`src/rtl/cpu_run_ctrl.sv`:
```
// rtl/cpu_run_ctrl.sv - run controller: host load, run, pipeline drain, done for the 5-stage CPU.
// Optional cycle-limit stop built when CPU_RUN_CYCLE_LIMIT_EN is defined.
module cpu_run_ctrl #(
  parameter int         CNT_W        = 32,
  parameter int         DRAIN_CYCLES = 4,
  parameter logic [5:0] HALT_OPCODE  = 6'h3F
) (
  input  logic             clk,
  input  logic             arst_n,
  input  logic             start,
  input  logic             abort,
  input  logic [CNT_W-1:0] max_cycles,
  input  logic [31:0]      if_instruction,
  input  logic             host_wen,
  input  logic             host_ren,
  output logic             cpu_enable,
  output logic             if_squash,
  output logic             ext_wen,
  output logic             ext_ren,
  output logic             busy,
  output logic             done,
  output logic [1:0]       stop_cause,
  output logic [CNT_W-1:0] cycle_count
);

  localparam int DW = (DRAIN_CYCLES > 1) ? $clog2(DRAIN_CYCLES) : 1;
  localparam logic [DW-1:0] DRAIN_LOAD = DW'((DRAIN_CYCLES > 0) ? DRAIN_CYCLES - 1 : 0);

  localparam logic [1:0] CAUSE_NONE  = 2'b00;
  localparam logic [1:0] CAUSE_HALT  = 2'b01;
  localparam logic [1:0] CAUSE_LIMIT = 2'b10;
  localparam logic [1:0] CAUSE_ABORT = 2'b11;

  typedef enum logic [1:0] {
    S_IDLE  = 2'd0,
    S_RUN   = 2'd1,
    S_DRAIN = 2'd2,
    S_DONE  = 2'd3
  } state_t;

  state_t          state;
  logic [DW-1:0]   drain_cnt;
  logic            armed;
  logic [CNT_W-1:0] count_inc;
  logic            halt_hit;
  logic            limit_hit;
  logic            unused_inputs;

  always_comb begin
    count_inc = (&cycle_count) ? cycle_count : cycle_count + 1'b1;
    halt_hit  = (if_instruction[31:26] == HALT_OPCODE);
`ifdef CPU_RUN_CYCLE_LIMIT_EN
    limit_hit = (max_cycles != '0) && (count_inc == max_cycles);
`else
    limit_hit = 1'b0;
`endif
  end

`ifdef CPU_RUN_CYCLE_LIMIT_EN
  assign unused_inputs = ^if_instruction[25:0];
`else
  assign unused_inputs = ^{if_instruction[25:0], max_cycles};
`endif

  // Host traffic is dropped, not queued, while the pipeline owns the memories.
  assign ext_wen = host_wen & ~busy;
  assign ext_ren = host_ren & ~busy;

  always_ff @(posedge clk or negedge arst_n) begin
    if (!arst_n) begin
      state       <= S_IDLE;
      drain_cnt   <= '0;
      armed       <= 1'b0;
      cpu_enable  <= 1'b0;
      if_squash   <= 1'b0;
      busy        <= 1'b0;
      done        <= 1'b0;
      stop_cause  <= CAUSE_NONE;
      cycle_count <= '0;
    end else begin
      // armed blocks a start sampled on the first edge after reset release
      armed <= 1'b1;
      case (state)
        S_IDLE, S_DONE: begin
          if (start && armed) begin
            state       <= S_RUN;
            cpu_enable  <= 1'b1;
            if_squash   <= 1'b0;
            busy        <= 1'b1;
            done        <= 1'b0;
            stop_cause  <= CAUSE_NONE;
            cycle_count <= '0;
          end
        end

        S_RUN: begin
          cycle_count <= count_inc;
          if (abort || ((halt_hit || limit_hit) && DRAIN_CYCLES == 0)) begin
            state      <= S_DONE;
            cpu_enable <= 1'b0;
            if_squash  <= 1'b0;
            busy       <= 1'b0;
            done       <= 1'b1;
            stop_cause <= abort ? CAUSE_ABORT : (halt_hit ? CAUSE_HALT : CAUSE_LIMIT);
          end else if (halt_hit || limit_hit) begin
            state      <= S_DRAIN;
            if_squash  <= 1'b1;
            drain_cnt  <= DRAIN_LOAD;
            stop_cause <= halt_hit ? CAUSE_HALT : CAUSE_LIMIT;
          end
        end

        S_DRAIN: begin
          cycle_count <= count_inc;
          if (abort || drain_cnt == '0) begin
            state      <= S_DONE;
            cpu_enable <= 1'b0;
            if_squash  <= 1'b0;
            busy       <= 1'b0;
            done       <= 1'b1;
            if (abort) stop_cause <= CAUSE_ABORT;
          end else begin
            drain_cnt <= drain_cnt - 1'b1;
          end
        end

        default: state <= S_IDLE;
      endcase
    end
  end

endmodule

```
`config.mk`:
```
export PLATFORM = sky130hd
export DESIGN_NAME = cpu_run_ctrl
export DESIGN_NICKNAME = d
export VERILOG_FILES = /design/src/rtl/cpu_run_ctrl.sv
export SDC_FILE = /design/constraint.sdc
export NUM_CORES = 1
export LEC_CHECK = 0
export ABC_AREA = 1
export BUFFER_PORTS_ARGS = -buffer_cell sky130_fd_sc_hd__buf_2
export CAP_MARGIN = 30
export CORE_MARGIN = 3
export CORE_UTILIZATION = 44
export DETAILED_ROUTE_END_ITERATION = 8
export GPL_ROUTABILITY_DRIVEN = 1
export PLACE_DENSITY = 0.83
export RECOVER_POWER = 25
export SLEW_MARGIN = 15
export SYNTH_ARGS = -nofsm -noshare
export SYNTH_HDL_FRONTEND = slang
export SYNTH_SLANG_ARGS = --single-unit
```
`constraint.sdc`:
```
create_clock -name clk -period 1.45 [get_ports clk]
set_input_delay 0.0725 -clock clk [delete_from_list [all_inputs] [get_ports clk]]
set_output_delay 0.0725 -clock clk [all_outputs]
set_load 0.05 [all_outputs]
```
# ---- Yosys cells after proc, flatten, opt, wreduce, memory -nomap -nowiden
# Index checks and enable logic that the tools add are counted.
dict set report op_classes {
  addsub 2
  reduce_logical 13
  bitwise_logic 3
  n_eq_ne 13
  n_mux 29
}
# cell n
set op_table {}
lappend op_table {{32-bit two-way mux} 2}
lappend op_table {{32-bit case mux with 2 select lines} 1}
lappend op_table {{32-bit by 1-bit adder with 32-bit output (second input constant)} 1}
lappend op_table {{32-bit AND reduction} 1}
lappend op_table {{2-bit two-way mux} 12}
lappend op_table {{2-bit inequality test (second input constant)} 8}
lappend op_table {{2-bit case mux with 3 select lines} 2}
lappend op_table {{1-bit case mux with 3 select lines} 3}
lappend op_table {{1-bit two-way mux} 8}
lappend op_table {{4-bit AND reduction} 2}
lappend op_table {{6-bit == test (second input constant)} 1}
lappend op_table {{3-bit AND reduction} 2}
lappend op_table {{2-bit == test (second input constant)} 2}
lappend op_table {{2-bit logical NOT} 2}
lappend op_table {{2-bit case mux with 2 select lines} 1}
lappend op_table {{2-bit OR reduction} 2}
lappend op_table {{3-bit inequality test (second input constant)} 1}
lappend op_table {{1-bit bitwise AND} 2}
lappend op_table {{2-bit by 1-bit == test with 1-bit output (second input constant)} 1}
lappend op_table {{2-bit AND reduction} 1}
lappend op_table {{2-bit nonzero test} 1}
lappend op_table {{2-bit by 1-bit subtractor with 2-bit output (second input constant)} 1}
lappend op_table {{1-bit logical AND} 1}
lappend op_table {{1-bit logical OR} 1}
lappend op_table {{1-bit inverter} 1}
dict set report totals {
  out_inout_bits 40
  input_bits 70
  wordCells 68
  reg_bits 42
}

# ---- Depth between registers and ports, before layout
# Gate-level depths: netlist of run 1.
dict set report depth {
  ltp_word 4
  mapped_depth 10
  ltp_nobuf 10
}

# ---- Worst setup path before layout of run 1
# OpenSTA, ideal clock, no wires.
dict set report synth_timing {
  kind {reg2reg}
  startpoint {register cycle_count[0]}
  endpoint {register cycle_count[0]}
  synth_period_minus_slack_ns 1.963
  path_stages_with_launch 10
  required_ns 1.307
  arrival_ns 1.820
  setup_ns 0.143
  path_buffers 1
  setup_slack_ns -0.513
  path_cell_list {dfrtp_1 > ha_1 > nand2_2 > nor2_4 > nand2_2 > nor2_8 > nand3_4 > nand2_2 > buf_6 > o21ai_1}
}
dict set report synth_between {
  elab_chain_cells 3
  elab_cells_between_ends 6
  classes_between {add/sub: 1; eq/ne: 1; mux: 2; reduce/logical: 2}
}
# item line
set synth_rtl {}
lappend synth_rtl {{start, declared} 23} ;# output logic [CNT_W-1:0] cycle_count
lappend synth_rtl {{start signal, assigned} 97} ;# cycle_count <= count_inc;
lappend synth_rtl {{start signal, assigned} 114} ;# cycle_count <= count_inc;
lappend synth_rtl {{32-bit by 1-bit adder with 32-bit output or 32-bit AND reduction (tied branches)} 50} ;# count_inc = (&cycle_count) ? cycle_count : cycle_count + 1'b1;
lappend synth_rtl {{32-bit two-way mux or 2-bit inequality test (tied branches)} -}
lappend synth_rtl {{32-bit case mux with 2 select lines or 2-bit AND reduction (tied branches)} -}
# Parallel ways exist; a longest one is shown, timed or not. The select of a mux whose other input is x is not followed.
# A chain may end at the register's enable or synchronous reset.

# ---- Worst setup path after layout of run 1
dict set report layout_timing {
  startpoint {register cycle_count[0]}
  endpoint {register cycle_count[13]}
}
# The elaborated chain is that of the path after synthesis.

==> load_flow_metrics.sql, run 1 <==
INSERT INTO impl_metrics (metric_group, metric, value, unit) VALUES
('global_routing', 'globalRoute.totalOverflow', '0', ''),
('cells_and_area', 'fill_cells', '421', ''),
('cells_and_area', 'finalNonFillerCells', '589', ''),
('detailed_routing', 'detail_route.first_pass.iterations', '6', ''),
('critical_path', 'r2r.worst_path.cells', '10', ''),
('power', 'power.share.combinational', '68.8', '%'),
('hold_path', 'min_from', 'abort', ''),
('floorplanning', 'design.portCount', '110', ''),
('run', 'cap_viol_max_count', '0', ''),
('sta', 'final_hold_viol_count', '0', ''),
('sta', 'grt_setup_unrepaired', 'yes', ''),
('critical_path', 'critical_path.max_fanout', '7', ''),
('hold_path', 'holdCritPathClass', 'input pin to flip-flop', ''),
('synth', 'number_of_synthesized_register_bits', '42', ''),
('power', 'powerDensity', '2330', 'mW/mm2'),
('clocking', 'cts.clk_slew.worst_paths', '0.08', 'ns'),
('cells_and_area', 'area.growth.synth_to_final', '48.5', '%'),
('floorplanning', 'core_region', '0.00574', 'mm2'),
('power', 'ir_worst_vdd', '0.00157', 'V'),
('critical_path', 'crit_path_frequent_cell', 'nand2_4', ''),
('critical_path', 'critical-path-slowest-cell', 'dfrtp_2', ''),
('cells_and_area', 'antenna_diodes', '0', ''),
('critical_path', 'kind_of_launch_point_of_the_worst_setup_path', 'flip-flop', ''),
('detailed_routing', 'drt_wl_total', '8.93', 'mm'),
('global_routing', 'grt_start_max_net_pins', '21', ''),
('synth', 'seq_area_frac_synth', '38.8', '%'),
('sta', 'setup_slack', '-0.236', 'ns'),
('power', 'report.power.total', '0.00938', 'W'),
('global_routing', 'vias_in_the_first_global_route', '2915', ''),
('global_routing', 'wire_length_of_the_first_global_routing_pass', '13.3', 'mm'),
('clocking', 'cts_tree', 'done', ''),
('critical_path', 'timing.critical_path.arrival', '1.91', 'ns'),
('sta', 'final.setup_skew', '0.0124', 'ns'),
('cells_and_area', 'final_layout_size_suffix_gt1_share', '46.0', '%'),
('critical_path', 'reg2reg_slack', '-0.24', 'ns'),
('cells_and_area', 'finish.utilization', '70.0', '%'),
('sta', 'clock.fmax', '0.593', 'GHz'),
('power', 'p_clk_share', '8.7', '%'),
('critical_path', 'worst_ep_required_time', '1.68', 'ns'),
('synth', 'post-synth-top-area-fraction', '38.8', '%'),
('synth', 'synth_cells', '393', ''),
('hold_path', 'hold-path-endpoint', 'state[0]', ''),
('clocking', 'cts-htree-levels', '2', ''),
('power', 'pwr-share-seq', '22.5', '%'),
('power', 'power_leakage', '2.11', 'nW'),
('critical_path', 'timing.critical_path.cells', 'ha_4, nand2_4, nor2_4, nand2_4, nor2_8, nand3_4, nand2_8, buf_12, nand2_2, o21ai_1', ''),
('critical_path', 'reg2reg_capture_point', 'cycle_count[13]', ''),
('cells_and_area', 'seq_area', '0.00108', 'mm2'),
('floorplanning', 'placement_rows', '27', ''),
('power', 'switching_share', '52.9', '%'),
('cells_and_area', 'final_nets', '590', ''),
('run_status', 'status', 'finished with violations', ''),
('sta', 'timing.final.setup_violations', '38', ''),
('clocking', 'clk_path_buf_depth', '2', ''),
('critical_path', 'setup.worst_path.start', 'cycle_count[0]', ''),
('detailed_routing', 'route.antenna.remaining_nets', '0', ''),
('power', 'net-switching-power', '0.00496', 'W'),
('placement', 'routabilityCongestion', '0.867', ''),
('cells_and_area', 'most_frequent_standard_cell_in_the_layout_excluding_fill_and_tap_cells', 'nand2_1', ''),
('detailed_routing', 'num_vias', '3094', ''),
('clocking', 'clock_sinks', '42', ''),
('floorplanning', 'die_width', '84.4', 'um'),
('placement', 'post-dp-hpwl', '5.84', 'mm'),
('critical_path', 'worstReg2RegStart', 'cycle_count[0]', ''),
('sta', 'hold-worst-slack', '0.166', 'ns'),
('clocking', 'insertion_delay', '0.31', 'ns'),
('cells_and_area', 'multi_input_area', '0.00170', 'mm2'),
('global_routing', 'antenna_found_initial', '0', ''),
('run_status', 'failed_checks', 'negative setup slack', ''),
('synth', 'synth.cell_area', '0.00271', 'mm2'),
('synth', 'synth_top_cell_by_area', 'dfrtp_1', '');
[cells in the mapped netlist, drive strengths merged]
| cell | number |
|---|---|
| or2 | 1 |
| nand3b | 3 |
| a21oi | 3 |
| nor2 | 54 |
| nor3 | 1 |
| xnor2 | 7 |
| conb | 1 |
| o21ai | 31 |
| buf | 7 |
| ha | 4 |
| inv | 45 |
| xor2 | 3 |
| nand3 | 28 |
| o211ai | 1 |
| nand2 | 161 |
| dfrtp | 42 |
| o21bai | 1 |
[layer usage]
layer / GRT usage [%] / share of wire (%)
met3: 4.81 / 7.7
met5: 0 / 0
met4: 12.4 / 4.3
met2: 40.0 / 50
met1: 26.9 / 38
[power groups by stage]
stage	Sequential [W]	Clock [W]	Combinational (W)
2_1_floorplan	0.00345	0	0.00196
3_3_place_gp	0.00204	0	0.00522
3_5_place_dp	0.00207	0	0.00533
4_1_cts	0.00207	0.000821	0.00581
5_1_grt	0.00216	0.000872	0.00683
6_report	0.00211	0.000814	0.00645
[registers in the layout (all words and copies together) (netlist names)]
signal,cells
drain_cnt,2
cycle_count,32
state,2
stop_cause,2
if_squash,1
armed,1
busy,1
done,1
[kinds of logic after synthesis]
family	count (synthesis)	share of synthesized area (%)
compound gates	36	8.78
xor+xnor	10	3.24
fa+ha+maj	4	1.85
buf+inv	52	8.46
flops	42	38.8
other cells	1	0.139
simple gates	248	38.7
[area by class of cell]
cell class,count,area share (%)
Timing Repair Buffer,123,22.1
Sequential cell,42,26.9
Inverter,45,4.20
Multi-Input combinational cell,299,42.4
Tap cell,72,2.24
Clock buffer,8,2.24
[critical path, delay by kind of cell (launching register included)]
family,cells,cell delay (ns)
AO/OA/AOI/OAI,1,0.08
AND/OR/NAND/NOR,7,0.77
flip-flops,1,0.42
buffers and inverters,1,0.16
adder cells (fa/ha/maj),1,0.16
[worst max-delay path by stage]
stage,end
after global routing,cycle_count[13]
after global placement,cycle_count[0]
after CTS,cycle_count[15]
final,cycle_count[13]
after floorplan,cycle_count[21]
after detailed placement,cycle_count[11]
[stage by stage]
stage / worst slack (ns) / area (um2)
after floorplan: -0.222 / 2770
after global placement: -0.129 / 3590
after detailed placement: -0.207 / 3590
after CTS: -0.197 / 3820
after global routing: -0.271 / 4020
final: -0.236 / 4020
[timing repair]
item / in CTS / in global routing
hold buffers: 1 / 0
gates cloned: 1 / 2
pin swaps: 13 / 17
endpoints found under the setup margin: 39 / 41
hold endpoints to repair: 18 / 0
resized for setup: 31 / 50
buffers inserted: 2 / 6
(Power assumes the default switching activity.)
==> inputs of run 2 (changes only) <==
Settings changed: ABC_AREA 1 to unset, CELL_PAD_IN_SITES_DETAIL_PLACEMENT set to 1, CELL_PAD_IN_SITES_GLOBAL_PLACEMENT set to 1, CORE_UTILIZATION 44 to 31, PLACE_DENSITY 0.83 to 0.81.
==> run 2 against run 1 <==
The flow still finishes with violations (negative setup slack). Clock skew down 0.0043 ns. Register-to-register slack worse by 0.20 ns. Fmax shrank 11%. Final cell count fell by 19%. Critical endpoint is now cycle_count[11]. Non-clock buffer count grew 26. Via count decreased by 15%. Combinational power is 16% lower.
==> load_flow_metrics.sql, run 2 <==
INSERT INTO impl_metrics (metric_group, metric, value, unit) VALUES
('run_status', 'status', 'finished with violations', ''),
('run_status', 'failed_checks', 'negative setup slack', ''),
('synth', 'synth-edff-count', '0', ''),
('critical_path', 'cpLargestDelayFamily', 'buffers and inverters', ''),
('hold_path', 'holdCritPathClass', 'input pin to flip-flop', ''),
('global_routing', 'grt_usage', '22.1', '%'),
('sta', 'final.setup_skew', '0.00815', 'ns'),
('placement', 'routabilityCongestion', '0.780', ''),
('critical_path', 'reg2reg_slack', '-0.44', 'ns'),
('power', 'power_leakage', '2.02', 'nW'),
('critical_path', 'worst_setup_path_end_kind', 'flip-flop', ''),
('run', 'cap_viol_max_count', '0', ''),
('synth', 'synth_top_cells_by_area', 'dfrtp_1 (43%), a22o_1 (6.9%), xnor2_1 (4.0%), xor2_1 (2.9%), and3_1 (2.6%)', ''),
('synth', 'synthDistinctLibCells', '50', ''),
('cells_and_area', 'final_layout_size_suffix_gt1_share', '64.9', '%'),
('cells_and_area', 'multi_input_area', '0.00160', 'mm2'),
('cells_and_area', 'antenna_diodes', '0', ''),
('detailed_routing', 'detail_route.first_pass.iterations', '4', ''),
('hold_path', 'worst_hold_path.num_cells', '2', ''),
('synth', 'seq_area_frac_synth', '43.3', '%'),
('critical_path', 'kind_of_launch_point_of_the_worst_setup_path', 'flip-flop', ''),
('power', 'pwr-share-seq', '19.3', '%'),
('power', 'ir_worst_vdd', '0.000800', 'V'),
('hold_path', 'min_from', 'abort', ''),
('cells_and_area', 'largest_reg_flops', '32', ''),
('clocking', 'numCtsBuffers', '5', ''),
('sta', 'final_critical_delay_including_setup_and_external_delays', '1.89', 'ns'),
('clocking', 'insertion_delay', '0.31', 'ns'),
('sta', 'post-route-period-util', '130', '%'),
('floorplanning', 'initial_core_util', '32.7', '%'),
('synth', 'yosysMostFrequentCell', 'dfrtp_1', ''),
('global_routing', 'globalRoute.totalOverflow', '0', ''),
('critical_path', 'timing.critical_path.arrival', '2.09', 'ns'),
('floorplanning', 'placement_rows', '31', ''),
('sta', 'timing.setup.tns', '-13.31', 'ns'),
('power', 'powerDensity', '1950', 'mW/mm2'),
('clocking', 'cts-htree-levels', '2', ''),
('detailed_routing', 'drt_first_iter_violations', '135', ''),
('power', 'net-switching-power', '0.00341', 'W'),
('floorplanning', 'fp.dieArea', '0.00892', 'mm2'),
('detailed_routing', 'drt_wl_total', '10.8', 'mm'),
('placement', 'port_buffers', '51', ''),
('cells_and_area', 'area.growth.synth_to_final', '67.8', '%'),
('synth', 'async_reset_ff_share', '100', '%'),
('cells_and_area', 'finish.utilization', '55.0', '%'),
('floorplanning', 'design.portCount', '110', ''),
('clocking', 'cts-root-buf', 'clkbuf_8', ''),
('critical_path', 'worstReg2RegStart', 'state[1]', ''),
('critical_path', 'count_of_buffer_and_inverter_cells_on_the_critical_path', '3', ''),
('clocking', 'cts.clk_slew.worst_paths', '0.08', 'ns'),
('critical_path', 'worst-path-stages', '7', ''),
('cells_and_area', 'fill_cells', '816', ''),
('global_routing', 'grt_start_max_net_pins', '43', ''),
('clocking', 'clock_sinks', '42', ''),
('synth', 'synth_top_cell_by_area', 'dfrtp_1', ''),
('cells_and_area', 'seq_area', '0.00109', 'mm2'),
('global_routing', 'wire_length_of_the_first_global_routing_pass', '15.2', 'mm'),
('critical_path', 'worst_ep_required_time', '1.65', 'ns'),
('synth', 'synth_common_cells', 'dfrtp_1 (42), a22o_1 (19), nor2_1 (16)', ''),
('detailed_routing', 'route.antenna.remaining_nets', '0', ''),
('synth', 'post-synth-top-area-fraction', '43.3', '%'),
('power', 'switching_share', '42.9', '%'),
('sta', 'finalMaxSlewViolations', '0', ''),
('detailed_routing', 'drc', '0', ''),
('cells_and_area', 'largest_register', 'cycle_count', ''),
('clocking', 'clk_path_buf_depth', '2', ''),
('clocking', 'cts_tree', 'done', ''),
('detailed_routing', 'met2RoutedLength', '5.71', 'mm'),
('cells_and_area', 'final_nets', '452', ''),
('power', 'power.share.combinational', '68.1', '%'),
('synth', 'synth_area_per_cell', '10.5', 'um2'),
('hold_path', 'hold-path-endpoint', 'stop_cause[1]', ''),
('critical_path', 'timing.critical_path.cells', 'ha_4, buf_6, clkinvlp_4, buf_8, o211ai_1, o41ai_2, a21o_1', ''),
('sta', 'timing.final.setup_violations', '41', ''),
('critical_path', 'critical-path-slowest-cell', 'dfrtp_1', ''),
('power', 'report.power.total', '0.00793', 'W'),
('critical_path', 'critical_path.max_fanout', '5', ''),
('critical_path', 'reg2reg_capture_point', 'cycle_count[11]', ''),
('placement', 'post-dp-hpwl', '6.17', 'mm'),
('sta', 'final_hold_viol_count', '0', ''),
('floorplanning', 'die_width', '94.5', 'um'),
('synth', 'synth_cells', '232', ''),
('cells_and_area', 'final_cell_mix', 'buf_4 (80), buf_2 (52), dfrtp_2 (31), a22o_1 (19)', ''),
('sta', 'maxSlewHeadroom', '32.9', '%'),
('detailed_routing', 'routedLengthMet1', '4.25', 'mm'),
('power', 'intPower', '0.00453', 'W'),
('detailed_routing', 'route.detailed.vias_per_inst', '5.49', ''),
('detailed_routing', 'num_vias', '2622', ''),
('synth', 'synth_top_flop_cell', 'dfrtp_1', ''),
('sta', 'clock.fmax', '0.530', 'GHz'),
('detailed_routing', 'route.detailed.wl_per_inst', '22.7', 'um'),
('sta', 'worst_pin_slew', '1.01', 'ns'),
('cells_and_area', 'most_frequent_standard_cell_in_the_layout_excluding_fill_and_tap_cells', 'buf_4', ''),
('power', 'p_clk_share', '12.6', '%'),
('detailed_routing', 'routed-wl-met3', '468', 'um'),
('detailed_routing', 'dr.max_layer_used', 'met4', ''),
('global_routing', 'antenna_found_initial', '0', ''),
('floorplanning', 'core_region', '0.00741', 'mm2'),
('critical_path', 'cp_slowest_stage_delay', '0.44', 'ns'),
('sta', 'grt_setup_unrepaired', 'yes', ''),
('critical_path', 'worst-setup-path-type', 'flip-flop to flip-flop', ''),
('synth', 'yosysWarningCount', '0', ''),
('synth', 'synth.cell_area', '0.00243', 'mm2'),
('critical_path', 'r2r.worst_path.cells', '7', ''),
('synth', 'synth_fp_nets', '306', ''),
('sta', 'setup_slack', '-0.437', 'ns'),
('floorplanning', 'die_height', '94.5', 'um'),
('global_routing', 'vias_in_the_first_global_route', '2867', ''),
('synth', 'number_of_synthesized_register_bits', '42', '');
==> run 2: cell types whose count changed in the layout (fill, tap and decap cells not counted), sizes merged, moves of 19 or more <==
cell   before  now
o21ai      31    4
a22o        0   19
nor2       54   16
buf       117  147
inv        45    8
nand2     161   14
==> run 2: what timing repair did <==
action	in CTS	in global routing
pin swaps	11	15
endpoints found under the hold margin	42	0
cloned	0	1
hold buffers	1	0
setup buffers	7	10
resized for setup	27	35
endpoints found under the setup margin	41	41
==> run 2: metrics by stage <==
step	setup slack [ns]	cells	hold slack, ns	cell area [um2]
finish	-0.437	478	0.145	4070
global route	-0.479	478	0.161	4070
CTS	-0.349	468	0.115	3810
detailed placement	-0.418	452	0.199	3510
global placement	-0.317	452	0.178	3510
floorplan	-0.395	232	-0.223	2590
==> run 2: layout make-up <==
| cell class | instances | area share (%) |
|---|---|---|
| multi-input combinational | 171 | 39.2 |
| timing repair buffer | 149 | 27.1 |
| sequential | 42 | 26.8 |
| tap | 99 | 3.04 |
| clock buffer | 7 | 2.12 |
| inverter | 9 | 0.983 |
| clock inverter | 1 | 0.738 |
==> run 2: routing by layer <==
metal,up-vias,track usage [%]
li1,1159,-
met1,1349,25.5
met2,82,40.8
met3,32,3.27
met4,0,9.13
met5,-,0
==> run 2: worst reg2reg max path, delay by kind of cell, from the launching register on <==
kind | cells | cell delay (ns)
adders and majority gates | 1 | 0.33
DFF | 1 | 0.44
AOI/OAI and AO/OA | 3 | 0.48
buffers and inverters | 3 | 0.54
==> run 2: logic make-up after synthesis <==
logic type               Yosys count  share of synthesized area [%]
AO/OA/AOI/OAI                     52                           18.7
XOR/XNOR                          19                           6.86
adder cells (fa/ha/maj)            4                           2.06
buffers and inverters             19                           4.38
flip-flops                        42                           43.3
multiplexers                       5                           2.32
other                              1                          0.155
AND/OR/NAND/NOR                   90                           22.2
==> run 2: how the worst max path moves through the flow <==
stage	start	to	slack, ns
after detailed placement	cycle_count[4]	cycle_count[25]	-0.42
after CTS	cycle_count[1]	cycle_count[7]	-0.35
after global placement	cycle_count[12]	cycle_count[25]	-0.32
final	state[1]	cycle_count[11]	-0.44
after global routing	state[1]	cycle_count[11]	-0.48
after floorplan	cycle_count[0]	cycle_count[24]	-0.40
==> run 2: power by group through the flow <==
| stage | Sequential [W] | Combinational (W) | Clock, W |
|---|---|---|---|
| finish | 0.00153 | 0.00540 | 0.000998 |
| detailed placement | 0.00153 | 0.00376 | 0 |
| global placement | 0.00152 | 0.00358 | 0 |
| floorplan | 0.00201 | 0.00187 | 0 |
| CTS | 0.00151 | 0.00429 | 0.00100 |
| global route | 0.00155 | 0.00562 | 0.00108 |
